File: src/rtl/seq_feeder_pkg.sv
// seq_feeder_pkg: shared definitions for the systolic-array sequence feeder.
//   - base code constants (BASE_A..BASE_N, BASE_PAD)
//   - feeder FSM state encoding (enum plus legacy 2-bit constants)
//   - run_len(): number of RUN cycles for an L-base pair on B lanes
package seq_feeder_pkg;

  localparam logic [2:0] BASE_PAD = 3'd0;
  localparam logic [2:0] BASE_A   = 3'd1;
  localparam logic [2:0] BASE_C   = 3'd2;
  localparam logic [2:0] BASE_G   = 3'd3;
  localparam logic [2:0] BASE_T   = 3'd4;
  localparam logic [2:0] BASE_N   = 3'd5;

  typedef enum logic [1:0] {
    ST_LOAD = 2'd0,
    ST_FULL = 2'd1,
    ST_RUN  = 2'd2,
    ST_DONE = 2'd3
  } state_e;

  // Plain 2-bit constants so the state register stays a plain logic vector.
  localparam logic [1:0] S_LOAD = ST_LOAD;
  localparam logic [1:0] S_FULL = ST_FULL;
  localparam logic [1:0] S_RUN  = ST_RUN;
  localparam logic [1:0] S_DONE = ST_DONE;

  // Every base of both sequences has to cross all B lanes, with one
  // injection every second cycle.
  function automatic int run_len(input int l, input int b);
    return 2 * l + b - 1;
  endfunction

endpackage

File: src/rtl/seq_feeder_if.sv
// seq_feeder_if: load/run bus between the sequence source, seq_feeder and the
// PE array.
//   master (source / observer side): drives ld_valid, ld_data, start
//   slave  (seq_feeder side)       : drives ld_ready, loaded, busy, done,
//                                    ctr, R, Q
//   R/Q pack B lanes of W bits; lane k = bits [k*W +: W].
interface seq_feeder_if
  import seq_feeder_pkg::*;
#(
  parameter int B = 4,
  parameter int W = 3
);
  logic           ld_valid;
  logic           ld_ready;
  logic [W-1:0]   ld_data;
  logic           start;
  logic           loaded;
  logic           busy;
  logic           done;
  logic [7:0]     ctr;
  logic [B*W-1:0] R;
  logic [B*W-1:0] Q;

  modport master (
    output ld_valid, ld_data, start,
    input  ld_ready, loaded, busy, done, ctr, R, Q
  );

  modport slave (
    input  ld_valid, ld_data, start,
    output ld_ready, loaded, busy, done, ctr, R, Q
  );
endinterface

File: src/rtl/seq_feeder_bank.sv
// seq_bank: storage for one reference/query pair of L bases each.
//   clk, reset : clock, asynchronous active-low reset (clears pointer/full)
//   we, wdata  : accepted load beat; beats 0..L-1 fill ref, L..2L-1 fill qry
//   clr        : discard the held pair (pointer and full flag to zero)
//   full       : all 2L beats are held
//   last       : the write pointer sits on the final beat slot
//   rd_addr    : combinational random read of ref/qry at the same index
module seq_bank
  import seq_feeder_pkg::*;
#(
  parameter int L  = 8,
  parameter int W  = 3,
  parameter int AW = 3
) (
  input  logic          clk,
  input  logic          reset,
  input  logic          we,
  input  logic          clr,
  input  logic [W-1:0]  wdata,
  input  logic [AW-1:0] rd_addr,
  output logic          full,
  output logic          last,
  output logic [W-1:0]  rd_ref,
  output logic [W-1:0]  rd_qry
);
  localparam int PW = $clog2(2 * L);

  logic [PW-1:0] ptr;
  logic [W-1:0]  ref_mem [L];
  logic [W-1:0]  qry_mem [L];

  assign last = (ptr == PW'(2 * L - 1));

  always_ff @(posedge clk or negedge reset) begin
    if (!reset) begin
      ptr  <= '0;
      full <= 1'b0;
    end else if (clr) begin
      ptr  <= '0;
      full <= 1'b0;
    end else if (we) begin
      if (last) begin
        ptr  <= '0;
        full <= 1'b1;
      end else begin
        ptr <= ptr + PW'(1);
      end
    end
  end

  // Base storage carries no reset; the full flag alone decides validity.
  always_ff @(posedge clk) begin
    if (we) begin
      if (ptr < PW'(L)) ref_mem[AW'(ptr)] <= wdata;
      else              qry_mem[AW'(ptr - PW'(L))] <= wdata;
    end
  end

  assign rd_ref = ref_mem[rd_addr];
  assign rd_qry = qry_mem[rd_addr];

endmodule

File: src/rtl/seq_feeder.sv
// seq_feeder: buffers one reference and one query sequence of L W-bit bases,
// then drives ctr/R/Q of the systolic PE array for one alignment run.
// Reference bases enter lane 0 and climb, query bases enter lane B-1 and
// descend, one injection every second cycle, giving the anti-diagonal
// wavefront.
//   clk, reset : rising-edge clock, asynchronous active-low reset
//   bus        : seq_feeder_if.slave (load handshake, start, status, ctr/R/Q)
// Build option: define SEQ_FEEDER_DBUF_EN for two banks, so the next pair can
// be loaded while the current one runs; banks swap on start.
module seq_feeder
  import seq_feeder_pkg::*;
#(
  parameter int B = 4,
  parameter int L = 8,
  parameter int W = 3
) (
  input logic         clk,
  input logic         reset,
  seq_feeder_if.slave bus
);
  localparam int         AW       = (L > 1) ? $clog2(L) : 1;
  localparam int         RUN_LEN  = run_len(L, B);
  localparam logic [7:0] CTR_LAST = 8'(RUN_LEN - 1);
  localparam int         LW       = (B - 1) * W;

  logic [1:0]     state, state_nxt;
  logic [7:0]     ctr_p0, ctr_nxt;
  logic [B*W-1:0] r_sr_p0, q_sr_p0;
  logic           busy_p0, done_p0, loaded_p0, loaded_nxt;
  logic           ld_ready, wr_fire, fill_done, start_ok, run_last, inj;
  logic [AW-1:0]  rd_addr;
  logic [W-1:0]   rd_ref, rd_qry, inj_r, inj_q;

  assign ctr_nxt  = ctr_p0 + 8'd1;
  assign start_ok = (state == S_FULL) && bus.start;
  assign run_last = (ctr_p0 == CTR_LAST);

  // Next cycle injects a base when it is even and bases remain; the start
  // edge always injects base 0.
  assign inj     = (state == S_RUN) ? (!ctr_nxt[0] && (ctr_nxt[7:1] < 7'(L))) : 1'b1;
  assign rd_addr = (state == S_RUN) ? AW'(ctr_nxt[7:1]) : '0;
  assign inj_r   = inj ? rd_ref : W'(BASE_PAD);
  assign inj_q   = inj ? rd_qry : W'(BASE_PAD);

`ifdef SEQ_FEEDER_DBUF_EN
  // act = bank feeding the PE array; loads always target the other bank.
  logic       act, rd_sel, inact_full;
  logic [1:0] bk_we, bk_clr, bk_full, bk_last;
  logic [W-1:0] bk_ref [2];
  logic [W-1:0] bk_qry [2];

  for (genvar i = 0; i < 2; i++) begin : g_bank
    seq_bank #(.L(L), .W(W), .AW(AW)) u_bank (
      .clk     (clk),
      .reset   (reset),
      .we      (bk_we[i]),
      .clr     (bk_clr[i]),
      .wdata   (bus.ld_data),
      .rd_addr (rd_addr),
      .full    (bk_full[i]),
      .last    (bk_last[i]),
      .rd_ref  (bk_ref[i]),
      .rd_qry  (bk_qry[i])
    );
  end

  assign ld_ready   = !bk_full[~act];
  assign wr_fire    = bus.ld_valid && ld_ready;
  assign bk_we      = {wr_fire && !act, wr_fire && act};
  assign bk_clr     = {(state == S_DONE) && act, (state == S_DONE) && !act};
  assign fill_done  = wr_fire && bk_last[~act];
  assign inact_full = bk_full[~act] || fill_done;
  // While waiting in FULL the pair about to run is still the inactive bank.
  assign rd_sel     = (state == S_FULL) ? ~act : act;
  assign rd_ref     = bk_ref[rd_sel];
  assign rd_qry     = bk_qry[rd_sel];
  // After a swap the new inactive bank is the one cleared by the last DONE.
  assign loaded_nxt = start_ok ? 1'b0 : inact_full;

  always_ff @(posedge clk or negedge reset) begin
    if (!reset)        act <= 1'b0;
    else if (start_ok) act <= ~act;
  end
`else
  logic bk_full, bk_last;

  seq_bank #(.L(L), .W(W), .AW(AW)) u_bank (
    .clk     (clk),
    .reset   (reset),
    .we      (wr_fire),
    .clr     (state == S_DONE),
    .wdata   (bus.ld_data),
    .rd_addr (rd_addr),
    .full    (bk_full),
    .last    (bk_last),
    .rd_ref  (rd_ref),
    .rd_qry  (rd_qry)
  );

  assign ld_ready   = (state == S_LOAD) && !bk_full;
  assign wr_fire    = bus.ld_valid && ld_ready;
  assign fill_done  = wr_fire && bk_last;
  assign loaded_nxt = (state_nxt == S_FULL);
`endif

  always_comb begin
    state_nxt = state;
    case (state)
      S_LOAD: if (fill_done) state_nxt = S_FULL;
      S_FULL: if (bus.start) state_nxt = S_RUN;
      S_RUN:  if (run_last)  state_nxt = S_DONE;
      default: begin
`ifdef SEQ_FEEDER_DBUF_EN
        state_nxt = inact_full ? S_FULL : S_LOAD;
`else
        state_nxt = S_LOAD;
`endif
      end
    endcase
  end

  // Stage p0: registered run counter and lane shift chains.
  always_ff @(posedge clk or negedge reset) begin
    if (!reset) begin
      state     <= S_LOAD;
      loaded_p0 <= 1'b0;
      busy_p0   <= 1'b0;
      done_p0   <= 1'b0;
      ctr_p0    <= '0;
      r_sr_p0   <= '0;
      q_sr_p0   <= '0;
    end else begin
      state     <= state_nxt;
      loaded_p0 <= loaded_nxt;
      done_p0   <= 1'b0;
      if (start_ok) begin
        busy_p0 <= 1'b1;
        ctr_p0  <= '0;
        r_sr_p0 <= {{LW{1'b0}}, inj_r};
        q_sr_p0 <= {inj_q, {LW{1'b0}}};
      end else if (state == S_RUN) begin
        if (run_last) begin
          busy_p0 <= 1'b0;
          done_p0 <= 1'b1;
          ctr_p0  <= '0;
          r_sr_p0 <= '0;
          q_sr_p0 <= '0;
        end else begin
          ctr_p0  <= ctr_nxt;
          r_sr_p0 <= {r_sr_p0[LW-1:0], inj_r};
          q_sr_p0 <= {inj_q, q_sr_p0[B*W-1:W]};
        end
      end
    end
  end

  assign bus.ld_ready = ld_ready;
  assign bus.loaded   = loaded_p0;
  assign bus.busy     = busy_p0;
  assign bus.done     = done_p0;
  assign bus.ctr      = ctr_p0;
  assign bus.R        = r_sr_p0;
  assign bus.Q        = q_sr_p0;

endmodule

File: src/flat_wrapper.sv
// flat-port wrapper written by rule: the top's interface ports become plain ports
module seq_feeder_flat import seq_feeder_pkg::*;
#(
  parameter int B = 4,
  parameter int L = 8,
  parameter int W = 3
)
  (clk, reset, bus_ld_valid, bus_ld_data, bus_start, bus_ld_ready, bus_loaded, bus_busy, bus_done, bus_ctr, bus_R, bus_Q);
  seq_feeder_if #(.B(B), .W(W)) bus_i ();
  input logic clk;
  input logic reset;
  input wire logic [$bits(bus_i.ld_valid)-1:0] bus_ld_valid;
  input wire logic [$bits(bus_i.ld_data)-1:0] bus_ld_data;
  input wire logic [$bits(bus_i.start)-1:0] bus_start;
  output wire logic [$bits(bus_i.ld_ready)-1:0] bus_ld_ready;
  output wire logic [$bits(bus_i.loaded)-1:0] bus_loaded;
  output wire logic [$bits(bus_i.busy)-1:0] bus_busy;
  output wire logic [$bits(bus_i.done)-1:0] bus_done;
  output wire logic [$bits(bus_i.ctr)-1:0] bus_ctr;
  output wire logic [$bits(bus_i.R)-1:0] bus_R;
  output wire logic [$bits(bus_i.Q)-1:0] bus_Q;
  assign bus_i.ld_valid = bus_ld_valid;
  assign bus_i.ld_data = bus_ld_data;
  assign bus_i.start = bus_start;
  assign bus_ld_ready = bus_i.ld_ready;
  assign bus_loaded = bus_i.loaded;
  assign bus_busy = bus_i.busy;
  assign bus_done = bus_i.done;
  assign bus_ctr = bus_i.ctr;
  assign bus_R = bus_i.R;
  assign bus_Q = bus_i.Q;
  seq_feeder #(.B(B), .L(L), .W(W)) u_core (.clk(clk), .reset(reset), .bus(bus_i));
endmodule
File: config.mk
export PLATFORM = sky130hd
export DESIGN_NAME = seq_feeder_flat
export DESIGN_NICKNAME = d
export VERILOG_FILES = /design/src/rtl/seq_feeder_pkg.sv /design/src/rtl/seq_feeder_if.sv /design/src/rtl/seq_feeder_bank.sv /design/src/rtl/seq_feeder.sv /design/src/flat_wrapper.sv
export SDC_FILE = /design/constraint.sdc
export NUM_CORES = 1
export LEC_CHECK = 0
export BUFFER_PORTS_ARGS = -buffer_cell sky130_fd_sc_hd__buf_2
export CORE_AREA = 2 2 97 99
export CTS_BUF_LIST = sky130_fd_sc_hd__clkbuf_4
export DETAILED_ROUTE_END_ITERATION = 12
export DIE_AREA = 0 0 99 101
export PLACE_DENSITY = 0.7
export SKIP_CTS_REPAIR_TIMING = 1
export SYNTH_ARGS = -nofsm -noshare
export SYNTH_HDL_FRONTEND = slang
export SYNTH_SLANG_ARGS = --single-unit
File: constraint.sdc
create_clock -name clk -period 3.95 [get_ports clk]
set_clock_uncertainty 0.1 [all_clocks]
set_input_delay 0.79 -clock clk [delete_from_list [all_inputs] [get_ports clk]]
set_output_delay 0.79 -clock clk [all_outputs]
set_load 0.005 [all_outputs]
==> reports/metrics.yaml <==
outcome: "completed"
clkTransAtPathRegs_ps: 140
r2r-end: "u_core.bus.Q[11]"
final_cell_area_um2: 4720
slew_headroom_pct: 33.2
syn_nets: 404
utilization_pct: 52.6
seqPwrFrac_pct: 44.4
grt_pass1_wl_mm: 14.8
synthFlopType: "edfxtp_1"
hold_viol: 0
grtUsageTotal_pct: 19.2
syn_avg_cell_area_um2: 11.1
max_stage_delay_ps: 510
synth_cell_type_count: 43
viasPerCell: 5.67
rrSetupSlack_ps: 1240
core_area_um2: 8980
antenna_found_initial: 0
endpoint_kind: "flop"
synth_area_um2: 4360
route.detailed.drc: 0
cts_tree: "done"
async_flop_share_pct: 46.7
dieArea_um2: 10000
crit_arrival_ps: 2930
syn_to_final_growth_pct: 8.26
ios: 43
worst_pin_slew_ps: 1000
power_leakage_nw: 1.92
dr_total_vias: 3027
power.share.clock_pct: 17.2
post_route_cells_drive_above_1_share_pct: 18.2
critical-path-slowest-cell: "ha_1"
tns_ps: 0
clk_latency_ps: 420
cts_root_buf: "clkbuf_4"
start_util_pct: 48.6
p_per_area_nw_per_um2: 638
cts.htree.levels: 3
diodes: 0
p_sw_mw: 1.18
reg2reg_from: "u_core.bus.ctr[0]"
crit_required_ps: 4170
internal_power_mw: 1.83
place.gp.congestion: 0.768
crit_chain: "inv_1 -> ha_1 -> or3b_1 -> nand2b_1 -> o21ba_2 -> nor4_1 -> o21ai_1"
place_ws_ps: 1310
dieWidth_um: 99
sw_frac_of_total_pct: 39.1
hpwl_mm: 6.37
reg2reg_depth: 7
wire_per_inst_um: 17.0
std_cell_rows: 35
place_area_um2: 4580
finalCriticalPeriod_ps: 2710
layout_setup_ws_ps: 1240
dr.pass1.iters: 5
fin_hold_ws_ps: 397
pwr-share-comb_pct: 38.4
clock-sinks: 90
die_y_um: 101
maxSlewViolCount: 0
start_kind: "flop"
cap_viol_max_count: 0
ys_warn_count: 0
fin_nets: 428
first_iter_violations: 216
grt_overflow: 0
syn-instance-count: 394
rsz0062_at_grt: "false"
fmax_ghz: 0.369
grt_max_degree: 56
synth_edf_count: 48
critPathKind: "reg -> reg"
hp-class: "in -> async"
grt_pass1_vias: 2920
setup_viol: 0
critPathBufInv: 1
ys_seq_elements: 90
post-route-period-util_pct: 68.7
worstPathMaxFanout: 15
ctsLongestPathBuffers: 2
yosysSeqAreaShare_pct: 57.1
crit_family: "simple AND/OR/NAND/NOR gates"
cts_buffers: 9
ir_drop_mv: 0.270
postRouteWirelength_mm: 9.08
portBuffers: 42
antenna_left: 0
[logic make-up (layout without fill, tap and decap cells)]
group / after synthesis / after routing / share of synthesized area, %
adders and majority gates: 3 / 3 / 0.861
and+or+nand+nor: 145 / 145 / 16.7
muxes: 16 / 16 / 3.82
AOI/OAI and AO/OA: 99 / 99 / 16.5
buffers and inverters: 36 / 65 / 3.96
xor gates and xnor gates: 5 / 5 / 1.00
DFF: 90 / 90 / 57.1
[synthesized netlist by cell type, types with 5 or more instances]
| master | instances | area [um^2] |
|---|---|---|
| nand4_1 | 13 | 81.3 |
| edfxtp_1 | 48 | 1440 |
| nand3_1 | 5 | 25.0 |
| o211ai_1 | 13 | 97.6 |
| nand2_1 | 47 | 176 |
| clkbuf_1 | 22 | 82.6 |
| buf_2 | 5 | 25.0 |
| nand2b_1 | 30 | 188 |
| o21ai_1 | 6 | 30.0 |
| nor4_1 | 6 | 37.5 |
| nor2_1 | 25 | 93.8 |
| nor3_1 | 7 | 35.0 |
| dfrtp_1 | 42 | 1050 |
| a22o_1 | 21 | 184 |
| o21ba_2 | 12 | 120 |
| mux2i_1 | 13 | 130 |
| a21oi_1 | 33 | 165 |
[worst max-delay path by stage]
| stage | slack (ps) | from | depth (start not counted) | endpoint |
|---|---|---|---|---|
| after floorplan | 1500 | bus_ld_valid | 4 | u_core.u_bank.ref_mem[0][0] |
| after global placement | 1340 | u_core.bus.ctr[2] | 5 | u_core.bus.Q[10] |
| after detailed placement | 1310 | u_core.bus.ctr[0] | 7 | u_core.bus.Q[10] |
| after CTS | 1270 | u_core.bus.ctr[0] | 7 | u_core.bus.Q[10] |
| after global routing | 930 | u_core.bus.ctr[0] | 7 | u_core.bus.Q[10] |
| final | 1240 | u_core.bus.ctr[0] | 7 | u_core.bus.Q[11] |
[area by class of cell]
cell class / instances / area, um^2
repair buffers: 45 / 233
fillers: 803 / 4260
inverters: 4 / 15.0
clock buffers: 9 / 67.6
flip-flops and latches: 90 / 2490
multi-input cells: 268 / 1700
well taps: 111 / 139
clock inverters: 7 / 76.3
[state kept, by name, summed over array words and instances (netlist names)]
name and cells:
u_core.bus.Q 12, u_core.bus.ctr 8, u_core.u_bank.ref_mem 24, u_core.u_bank.ptr 4, u_core.bus.done 1, u_core.u_bank.qry_mem 24
u_core.bus.loaded 1, u_core.bus.busy 1, u_core.u_bank.full 1, u_core.state 2, u_core.bus.R 12
[routing by layer]
layer | share of wire [%] | track usage, % | wire, um
met4 | 2.2 | 7.17 | 204
met2 | 47 | 31.4 | 4280
met1 | 45 | 24.2 | 4120
met3 | 5.3 | 5.48 | 477
met5 | 0 | 0 | 0
[cells in the final DEF, fill, tap and decap left out, types with 2 or more instances in the layout]
cell type   n
nand2_1    47
xnor2_1     2
o21ai_1     6
o21ba_2    12
buf_2      42
dfrtp_1    42
and3b_1     2
nor2_1     24
clkbuf_4    9
or4b_1      2
a21oi_1    33
inv_1       4
a311oi_1    2
edfxtp_1   48
and3_1      3
nand3_1     5
buf_4       3
nand2b_1   30
nor3_1      7
ha_1        3
nand4_1    13
o211ai_1   13
nor4_1      6
a22o_1     21
mux2_2      2
inv_6       2
xor2_1      3
o21ai_0     4
mux2i_1    13
[power by group through the flow]
stage / logic, mW / registers, mW / clock network [mW]
2_1_floorplan: 0.935 / 1.29 / 0
3_3_place_gp: 1.13 / 1.35 / 0
3_5_place_dp: 1.16 / 1.36 / 0
4_1_cts: 1.17 / 1.34 / 0.540
5_1_grt: 1.31 / 1.37 / 0.575
6_report: 1.16 / 1.34 / 0.519
[through the flow]
stage	instances	power [mW]
detailed placement	518	2.52
global placement	518	2.48
global route	534	3.25
finish	534	3.01
CTS	534	3.04
floorplan	394	2.23
Power figures use the tool's default switching activity.
